[config.mk]
export PLATFORM = sky130hd
export DESIGN_NAME = calc_entry_core_flat
export DESIGN_NICKNAME = d
export VERILOG_FILES = /design/src/rtl/calc_entry_if.sv /design/src/rtl/calc_entry_core.sv /design/src/flat_wrapper.sv
export SDC_FILE = /design/constraint.sdc
export NUM_CORES = 1
export LEC_CHECK = 0
export ABC_AREA = 1
export BUFFER_PORTS_ARGS = -buffer_cell sky130_fd_sc_hd__buf_2
export CAP_MARGIN = 0
export CORE_UTILIZATION = 40
export CTS_CLUSTER_DIAMETER = 40
export DETAILED_ROUTE_END_ITERATION = 16
export GPL_TIMING_DRIVEN = 0
export PLACE_DENSITY_LB_ADDON = 0.1
export SYNTH_ARGS = -nofsm -noshare
export SYNTH_HDL_FRONTEND = slang
export SYNTH_SLANG_ARGS = --single-unit
[constraint.sdc]
create_clock -name clk -period 4.7 [get_ports clk]
set_clock_uncertainty 0.15 [all_clocks]
set_input_delay 0.705 -clock clk [delete_from_list [all_inputs] [get_ports clk]]
set_output_delay 0.705 -clock clk [all_outputs]
set_load 0.05 [all_outputs]
[src/rtl/calc_entry_if.sv]
// Keypad-to-display bundle for the calculator entry core: key level/code in, display and status out.
interface calc_entry_if #(
    parameter int unsigned WIDTH = 10
);
    logic             key_pressed;
    logic [3:0]       keycode;
    logic [WIDTH-1:0] display_value;
    logic             overflow;
    logic             busy;
    logic [1:0]       op_pending;
    logic [2:0]       state_code;
    logic [7:0]       keypress_count;

    modport master (
        output key_pressed, keycode,
        input  display_value, overflow, busy, op_pending, state_code, keypress_count
    );

    modport slave (
        input  key_pressed, keycode,
        output display_value, overflow, busy, op_pending, state_code, keypress_count
    );
endinterface

[src/rtl/calc_entry_core.sv]
// Digit-entry and arithmetic engine: edge-detects keypad presses, builds decimal operands,
// and evaluates add/sub/shift-add multiply with overflow trapping into an ERROR state.
module calc_entry_core #(
    parameter int unsigned WIDTH      = 10,
    parameter int unsigned MAX_DIGITS = 3,
    parameter int unsigned MAX_VALUE  = 999
) (
    input  logic         clk,
    input  logic         rst_n,
    calc_entry_if.slave  bus
);
    localparam int unsigned PW = 2 * WIDTH;
    localparam int unsigned DW = $clog2(MAX_DIGITS + 1);
    localparam int unsigned CW = (WIDTH > 1) ? $clog2(WIDTH) : 1;

    localparam logic [2:0] S_ENTRY_A = 3'd0;
    localparam logic [2:0] S_ENTRY_B = 3'd1;
    localparam logic [2:0] S_EXEC    = 3'd2;
    localparam logic [2:0] S_RESULT  = 3'd3;
    localparam logic [2:0] S_ERROR   = 3'd4;

    localparam logic [1:0] OP_NONE = 2'd0;
    localparam logic [1:0] OP_ADD  = 2'd1;
    localparam logic [1:0] OP_SUB  = 2'd2;
    localparam logic [1:0] OP_MUL  = 2'd3;

    localparam logic [3:0] K_EQ  = 4'hD;
    localparam logic [3:0] K_CE  = 4'hE;
    localparam logic [3:0] K_AC  = 4'hF;

    logic [2:0]       state_q, state_d;
    logic             prev_q;
    logic [WIDTH-1:0] entry_q, entry_d;
    logic [DW-1:0]    digits_q, digits_d;
    logic [WIDTH-1:0] acc_q, acc_d;
    logic [1:0]       op_q, op_d;
    logic [1:0]       next_op_q, next_op_d;
    logic             chain_q, chain_d;
    logic [PW-1:0]    prod_q, prod_d;
    logic [PW-1:0]    mcand_q, mcand_d;
    logic [WIDTH-1:0] mplier_q, mplier_d;
    logic [CW-1:0]    cnt_q, cnt_d;
    logic [7:0]       count_q, count_d;
    logic [WIDTH-1:0] display_q, display_d;
    logic             overflow_q, busy_q;

    logic             key_ev_c;
    logic             is_digit_c, is_op_c;
    logic [1:0]       key_op_c;
    logic [WIDTH-1:0] digit_val_c;
    logic [WIDTH:0]   add_sum_c;
    logic [PW-1:0]    mul_sum_c;
    logic             exec_done_c, exec_err_c;
    logic [WIDTH-1:0] exec_res_c;

    // State and datapath registers
    always_ff @(posedge clk or negedge rst_n) begin
        if (!rst_n) begin
            state_q    <= S_ENTRY_A;
            prev_q     <= 1'b0;
            entry_q    <= '0;
            digits_q   <= '0;
            acc_q      <= '0;
            op_q       <= OP_NONE;
            next_op_q  <= OP_NONE;
            chain_q    <= 1'b0;
            prod_q     <= '0;
            mcand_q    <= '0;
            mplier_q   <= '0;
            cnt_q      <= '0;
            count_q    <= '0;
            display_q  <= '0;
            overflow_q <= 1'b0;
            busy_q     <= 1'b0;
        end else begin
            state_q    <= state_d;
            prev_q     <= bus.key_pressed;
            entry_q    <= entry_d;
            digits_q   <= digits_d;
            acc_q      <= acc_d;
            op_q       <= op_d;
            next_op_q  <= next_op_d;
            chain_q    <= chain_d;
            prod_q     <= prod_d;
            mcand_q    <= mcand_d;
            mplier_q   <= mplier_d;
            cnt_q      <= cnt_d;
            count_q    <= count_d;
            display_q  <= display_d;
            overflow_q <= (state_d == S_ERROR);
            busy_q     <= (state_d == S_EXEC);
        end
    end

    // Next-state, datapath and display logic
    always_comb begin
        state_d     = state_q;
        entry_d     = entry_q;
        digits_d    = digits_q;
        acc_d       = acc_q;
        op_d        = op_q;
        next_op_d   = next_op_q;
        chain_d     = chain_q;
        prod_d      = prod_q;
        mcand_d     = mcand_q;
        mplier_d    = mplier_q;
        cnt_d       = cnt_q;
        count_d     = count_q;
        display_d   = display_q;
        exec_done_c = 1'b0;
        exec_err_c  = 1'b0;
        exec_res_c  = acc_q;

        key_ev_c    = bus.key_pressed & ~prev_q;
        is_digit_c  = (bus.keycode <= 4'd9);
        is_op_c     = (bus.keycode >= 4'hA) && (bus.keycode <= 4'hC);
        key_op_c    = 2'(bus.keycode - 4'd9);
        digit_val_c = WIDTH'(bus.keycode);
        add_sum_c   = {1'b0, acc_q} + {1'b0, entry_q};
        mul_sum_c   = prod_q + (mplier_q[0] ? mcand_q : '0);

        if (state_q == S_EXEC) begin
            case (op_q)
                OP_ADD: begin
                    exec_done_c = 1'b1;
                    exec_err_c  = (add_sum_c > (WIDTH+1)'(MAX_VALUE));
                    exec_res_c  = add_sum_c[WIDTH-1:0];
                end
                OP_SUB: begin
                    exec_done_c = 1'b1;
                    exec_err_c  = (entry_q > acc_q);
                    exec_res_c  = acc_q - entry_q;
                end
                OP_MUL: begin
                    // One multiplier bit per cycle; the full-width product is checked at the end
                    prod_d      = mul_sum_c;
                    mcand_d     = mcand_q << 1;
                    mplier_d    = mplier_q >> 1;
                    cnt_d       = cnt_q + CW'(1);
                    exec_done_c = (cnt_q == CW'(WIDTH - 1));
                    exec_err_c  = (mul_sum_c > PW'(MAX_VALUE));
                    exec_res_c  = mul_sum_c[WIDTH-1:0];
                end
                default: exec_done_c = 1'b1;
            endcase

            if (exec_done_c) begin
                entry_d  = '0;
                digits_d = '0;
                if (exec_err_c) begin
                    state_d = S_ERROR;
                    op_d    = OP_NONE;
                end else begin
                    acc_d = exec_res_c;
                    if (chain_q) begin
                        op_d    = next_op_q;
                        state_d = S_ENTRY_B;
                    end else begin
                        op_d    = OP_NONE;
                        state_d = S_RESULT;
                    end
                end
            end
        end else if (key_ev_c) begin
            count_d = count_q + 8'd1;
            if (bus.keycode == K_AC) begin
                state_d   = S_ENTRY_A;
                entry_d   = '0;
                digits_d  = '0;
                acc_d     = '0;
                op_d      = OP_NONE;
                next_op_d = OP_NONE;
                chain_d   = 1'b0;
            end else begin
                case (state_q)
                    S_ENTRY_A, S_ENTRY_B: begin
                        if (is_digit_c) begin
                            if (digits_q < DW'(MAX_DIGITS)) begin
                                entry_d  = (entry_q << 3) + (entry_q << 1) + digit_val_c;
                                digits_d = digits_q + DW'(1);
                            end
                        end else if (bus.keycode == K_CE) begin
                            entry_d  = '0;
                            digits_d = '0;
                        end else if (is_op_c) begin
                            if (state_q == S_ENTRY_A) begin
                                acc_d    = entry_q;
                                entry_d  = '0;
                                digits_d = '0;
                                op_d     = key_op_c;
                                state_d  = S_ENTRY_B;
                            end else if (digits_q == '0) begin
                                op_d = key_op_c;
                            end else begin
                                next_op_d = key_op_c;
                                chain_d   = 1'b1;
                                state_d   = S_EXEC;
                            end
                        end else if (bus.keycode == K_EQ && state_q == S_ENTRY_B && digits_q != '0) begin
                            chain_d = 1'b0;
                            state_d = S_EXEC;
                        end
                    end
                    S_RESULT: begin
                        if (is_digit_c) begin
                            entry_d  = digit_val_c;
                            digits_d = DW'(1);
                            acc_d    = '0;
                            op_d     = OP_NONE;
                            state_d  = S_ENTRY_A;
                        end else if (is_op_c) begin
                            entry_d  = '0;
                            digits_d = '0;
                            op_d     = key_op_c;
                            state_d  = S_ENTRY_B;
                        end
                    end
                    default: ;
                endcase
            end

            if (state_d == S_EXEC) begin
                prod_d   = '0;
                mcand_d  = PW'(acc_q);
                mplier_d = entry_q;
                cnt_d    = '0;
            end
        end

        // Display follows the post-edge state so it updates on the same edge as the key event
        case (state_d)
            S_ENTRY_A: display_d = entry_d;
            S_ENTRY_B: display_d = (digits_d == '0) ? acc_d : entry_d;
            S_RESULT:  display_d = acc_d;
            S_ERROR:   display_d = '0;
            default:   display_d = display_q;
        endcase
    end

    assign bus.display_value  = display_q;
    assign bus.overflow       = overflow_q;
    assign bus.busy           = busy_q;
    assign bus.op_pending     = op_q;
    assign bus.state_code     = state_q;
    assign bus.keypress_count = count_q;

endmodule

[src/flat_wrapper.sv]
// flat-port wrapper written by rule: the top's interface ports become plain ports
module calc_entry_core_flat 
#(
    parameter int unsigned WIDTH      = 10,
    parameter int unsigned MAX_DIGITS = 3,
    parameter int unsigned MAX_VALUE  = 999
)
  (clk, rst_n, bus_key_pressed, bus_keycode, bus_display_value, bus_overflow, bus_busy, bus_op_pending, bus_state_code, bus_keypress_count);
  calc_entry_if #(.WIDTH(WIDTH)) bus_i ();
  input  logic clk;
  input  logic rst_n;
  input wire logic [$bits(bus_i.key_pressed)-1:0] bus_key_pressed;
  input wire logic [$bits(bus_i.keycode)-1:0] bus_keycode;
  output wire logic [$bits(bus_i.display_value)-1:0] bus_display_value;
  output wire logic [$bits(bus_i.overflow)-1:0] bus_overflow;
  output wire logic [$bits(bus_i.busy)-1:0] bus_busy;
  output wire logic [$bits(bus_i.op_pending)-1:0] bus_op_pending;
  output wire logic [$bits(bus_i.state_code)-1:0] bus_state_code;
  output wire logic [$bits(bus_i.keypress_count)-1:0] bus_keypress_count;
  assign bus_i.key_pressed = bus_key_pressed;
  assign bus_i.keycode = bus_keycode;
  assign bus_display_value = bus_i.display_value;
  assign bus_overflow = bus_i.overflow;
  assign bus_busy = bus_i.busy;
  assign bus_op_pending = bus_i.op_pending;
  assign bus_state_code = bus_i.state_code;
  assign bus_keypress_count = bus_i.keypress_count;
  calc_entry_core #(.WIDTH(WIDTH), .MAX_DIGITS(MAX_DIGITS), .MAX_VALUE(MAX_VALUE)) u_core (.clk(clk), .rst_n(rst_n), .bus(bus_i));
endmodule
==> impl_results.md <==
- Outcome: finished clean
- Met3 WL: 926 um
- Num ports: 32
- CTS root buf: sky130_fd_sc_hd__clkbuf_16
- Critical Path RT: 4.86 ns
- Simple-gate share of the synthesized area: 0.322
- CTS H-Tree Depth: 3
- Largest stage delay, worst path: 0.45 ns
- Area added between synthesis and finish: 9.69%
- Number of DRC markers in iteration 0: 579
- Post-synth design cell area: 8760 sq um
- Core Area: 21200 sq um
- Area share of xor/xnor cells in the synthesized design: 0.0190
- Latest clock arrival within the worst-skew pair: 0.37 ns
- Hold buffer count at cts: 0
- Synth unique cells: 52
- Clock edge transition at the registers on the reported setup and hold paths: 0.08 ns
- Number of failing hold endpoints at the final stage: 0
- Setup TNS: 0 ns
- DP HPWL: 21500 um
- Drt pass-1 iters: 5
- Effective utilization at floorplan: 0.413
- Vias in the first global route: 8131
- EDFF count, synth: 0
- Met2 WL: 13300 um
- Kind of start point of the critical path: register
- Post-CTS Setup Inserts: 0
- Cell repeated most along the worst path: sky130_fd_sc_hd__nand2_1
- Static leakage: 5.11 nW
- Prevailing post-synth register cell: sky130_fd_sc_hd__dfrtp_1
- PD cells: 809 nW/um^2
- Overall power: 0.00777 W
- Peak fanout along the critical path: 10
- Worst supply voltage drop on vdd: 568 uV
- Wire length of the first global-routing pass: 43500 um
- Commonest non-fill, non-tap cell in the layout: sky130_fd_sc_hd__nand2_1
- Avg Inst Size Synth: 6.78 sq um
- Time the worst path needs with I/O delays and setup: 4.17 ns
- Post-route ant nets: 0
- Max-cap check violation count: 0
- Global placer's final weighted congestion: 0.927
- CP arrival: 4.33 ns
- Share of cell area taken by muxes after synthesis: 0
- Maximum number of pins on one net before global-route repair: 56
- Post-layout util: 0.453
- Overall overflow remaining after global route: 0
- Synth Area in Compound Gates: 0.149
- Count of vias placed by the detailed router: 8413
- Endpoint type of the worst setup path: register
- Clock tree from TritonCTS: built
- Layout Nets: 1406
- Antenna violations before repair: 0
- Post-CTS sizing: 0
- Number of sinks handled by clock tree synthesis: 105
- Routed via count divided by cell count: 5.21
- Metal-1 WL: 12200 um
- Cell with the largest stage delay on the worst path: sky130_fd_sc_hd__fa_1
- Setup repair after global routing missed its margin: false
- Top sig layer: met4
- Number of buffers inserted during clock tree synthesis: 9
- Routed wire per std cell: 16.7 um
- Worst slew slack as a fraction of its limit: 0.435
- Total nets after synthesis: 1363
- Final Setup Violations: 0
- Filler Cells Inserted: 2230
- Highest-count cells in the layout ignoring fill and taps: sky130_fd_sc_hd__nand2_1 (380), sky130_fd_sc_hd__inv_1 (199), sky130_fd_sc_hd__dfrtp_1 (105)
- Synth warn: 0
- Kind of path behind the tightest hold check: primary input to async pin
- DRC violation count after routing: 0
- Cells after DPL: 1598
- Die extent in x: 150 um
- Synth Register Bits: 105
- Count of standard-cell rows: 53
- Highest achievable clock rate: 240 MHz
- Layout cells sized above 1: 0.0904
- Number of buffer cells added on primary ports: 31
- Fraction of the cycle the final worst path needs: 0.888
- Tot GR Track Use: 0.252
- Final max-slew violation count: 0
- Kind of critical path: register to register
- Largest family of logic cells by synthesized area: simple AND/OR/NAND/NOR gates
- Total Wirelength: 26900 um
- Total inserted antenna cells: 0
- Adder-cell area share of the yosys netlist: 0.0972
- Longest Clk Path Bufs: 2
- Vertical extent of the die: 150 um
- Gate Count Post-Synth: 1291
- Asr flop ratio synth: 1.00
- Slew @ Worst Pin: 0.848 ns
- Fin cells: 1614
- Share of the yosys chip area belonging to registers: 0.300
- Die area: 22500 sq um
## area by class of cell
class                      instances  area [sq um]  area share
tap                              275           344      0.0358
sequential                       105          2630       0.274
inverter                         214           808      0.0841
clock buffer                       9           225      0.0234
buffer                            32           181      0.0189
clock inverter                     7          83.8     0.00873
multi-input combinational        940          5150       0.536
timing repair buffer              32           185      0.0193
## path summary, 6_finish.rpt
kind,endpoint,slack [ns],cells past startpoint,start
max,u_core.bus.display_value[2]$_DFFE_PN0P_,0.53,30,u_core.mplier_q[0]$_DFFE_PN0P_
min in group clk,u_core.prev_q$_DFF_PN0_,0.30,1,bus_key_pressed
min reg2reg,u_core.bus.keypress_count[7]$_DFFE_PN0P_,0.32,1,u_core.bus.keypress_count[7]$_DFFE_PN0P_
max reg2reg,u_core.bus.display_value[2]$_DFFE_PN0P_,0.53,30,u_core.mplier_q[0]$_DFFE_PN0P_
max in group asynchronous,u_core.digits_q[0]$_DFF_PN0_,3.42,2,rst_n
min,u_core.prod_q[4]$_DFFE_PN0P_,0.24,1,rst_n
## metrics by stage
stage               setup slack [ns]  cell area (sq um)  hold WS (ns)
floorplan                       1.28               8760         0.259
global placement               0.193               9260         0.304
detailed placement             0.199               9290         0.309
CTS                            0.174               9600         0.292
global route                 0.00798               9610         0.299
finish                         0.527               9610         0.240
## cells by family after synthesis
| group | count (synthesis) |
|---|---|
| AND/OR/NAND/NOR | 640 |
| buffers and inverters | 246 |
| AO/OA/AOI/OAI | 216 |
| flip-flops | 105 |
| adder cells (fa/ha/maj) | 65 |
| XOR/XNOR | 19 |
## registers in the layout (all words and copies together), names as in the netlist, 2 cells and up
register and count:
u_core.bus.keypress_count 8, u_core.digits_q 2, u_core.bus.op_pending 2, u_core.mplier_q 10, u_core.bus.state_code 3, u_core.bus.display_value 10, u_core.cnt_q 4, u_core.next_op_q 2
u_core.mcand_q 20, u_core.prod_q 20, u_core.entry_q 10, u_core.acc_q 10
## cell usage after synthesis, types with 3 or more instances
master / instances / area share
sky130_fd_sc_hd__a31oi_1: 14 / 0.010
sky130_fd_sc_hd__inv_1: 199 / 0.085
sky130_fd_sc_hd__nand2_1: 381 / 0.16
sky130_fd_sc_hd__o21ai_0: 68 / 0.039
sky130_fd_sc_hd__buf_6: 3 / 0.0039
sky130_fd_sc_hd__clkbuf_1: 15 / 0.0064
sky130_fd_sc_hd__a32oi_1: 9 / 0.0090
sky130_fd_sc_hd__fa_1: 5 / 0.011
sky130_fd_sc_hd__nand3b_1: 8 / 0.0069
sky130_fd_sc_hd__o211ai_1: 16 / 0.014
sky130_fd_sc_hd__o31ai_1: 20 / 0.017
sky130_fd_sc_hd__nor2_1: 86 / 0.037
sky130_fd_sc_hd__nor2_4: 3 / 0.0039
sky130_fd_sc_hd__o22ai_1: 6 / 0.0043
sky130_fd_sc_hd__nand2_2: 8 / 0.0057
sky130_fd_sc_hd__a22o_1: 3 / 0.0030
sky130_fd_sc_hd__o21bai_1: 4 / 0.0034
sky130_fd_sc_hd__inv_2: 13 / 0.0056
sky130_fd_sc_hd__a21oi_1: 53 / 0.030
sky130_fd_sc_hd__nand2_4: 3 / 0.0039
sky130_fd_sc_hd__nor2_8: 3 / 0.0069
sky130_fd_sc_hd__ha_1: 60 / 0.086
sky130_fd_sc_hd__nand4_1: 23 / 0.016
sky130_fd_sc_hd__dfrtp_1: 105 / 0.30
sky130_fd_sc_hd__nor2_2: 5 / 0.0036
sky130_fd_sc_hd__nand3_1: 89 / 0.051
sky130_fd_sc_hd__o21ai_1: 7 / 0.0040
sky130_fd_sc_hd__buf_4: 7 / 0.0060
sky130_fd_sc_hd__nor3_1: 14 / 0.0080
sky130_fd_sc_hd__xnor2_1: 7 / 0.0070
sky130_fd_sc_hd__buf_2: 5 / 0.0029
sky130_fd_sc_hd__a221oi_1: 3 / 0.0030
sky130_fd_sc_hd__xor2_1: 12 / 0.012
sky130_fd_sc_hd__or2_2: 7 / 0.0050
sky130_fd_sc_hd__nand3_2: 5 / 0.0057
## routing by layer
metal | GRT usage | up-vias
li1 | - | 4306
met4 | 0.0601 | 0
met3 | 0.0317 | 25
met5 | 0 | -
met1 | 0.319 | 3915
met2 | 0.452 | 167
## where the power goes
| part | internal [W] | switching [W] |
|---|---|---|
| clock network | 0.000424 | 0.000389 |
| registers | 0.00126 | 0.000341 |
| logic | 0.00162 | 0.00373 |
## worst max-delay path, delay by kind of cell (launching register included)
family,cells,cell delay (ns)
AND/OR/NAND/NOR,23,2.28
flip-flops,1,0.36
buffers and inverters,5,0.65
adder cells (fa/ha/maj),2,0.65
Power figures use the tool's default switching activity.
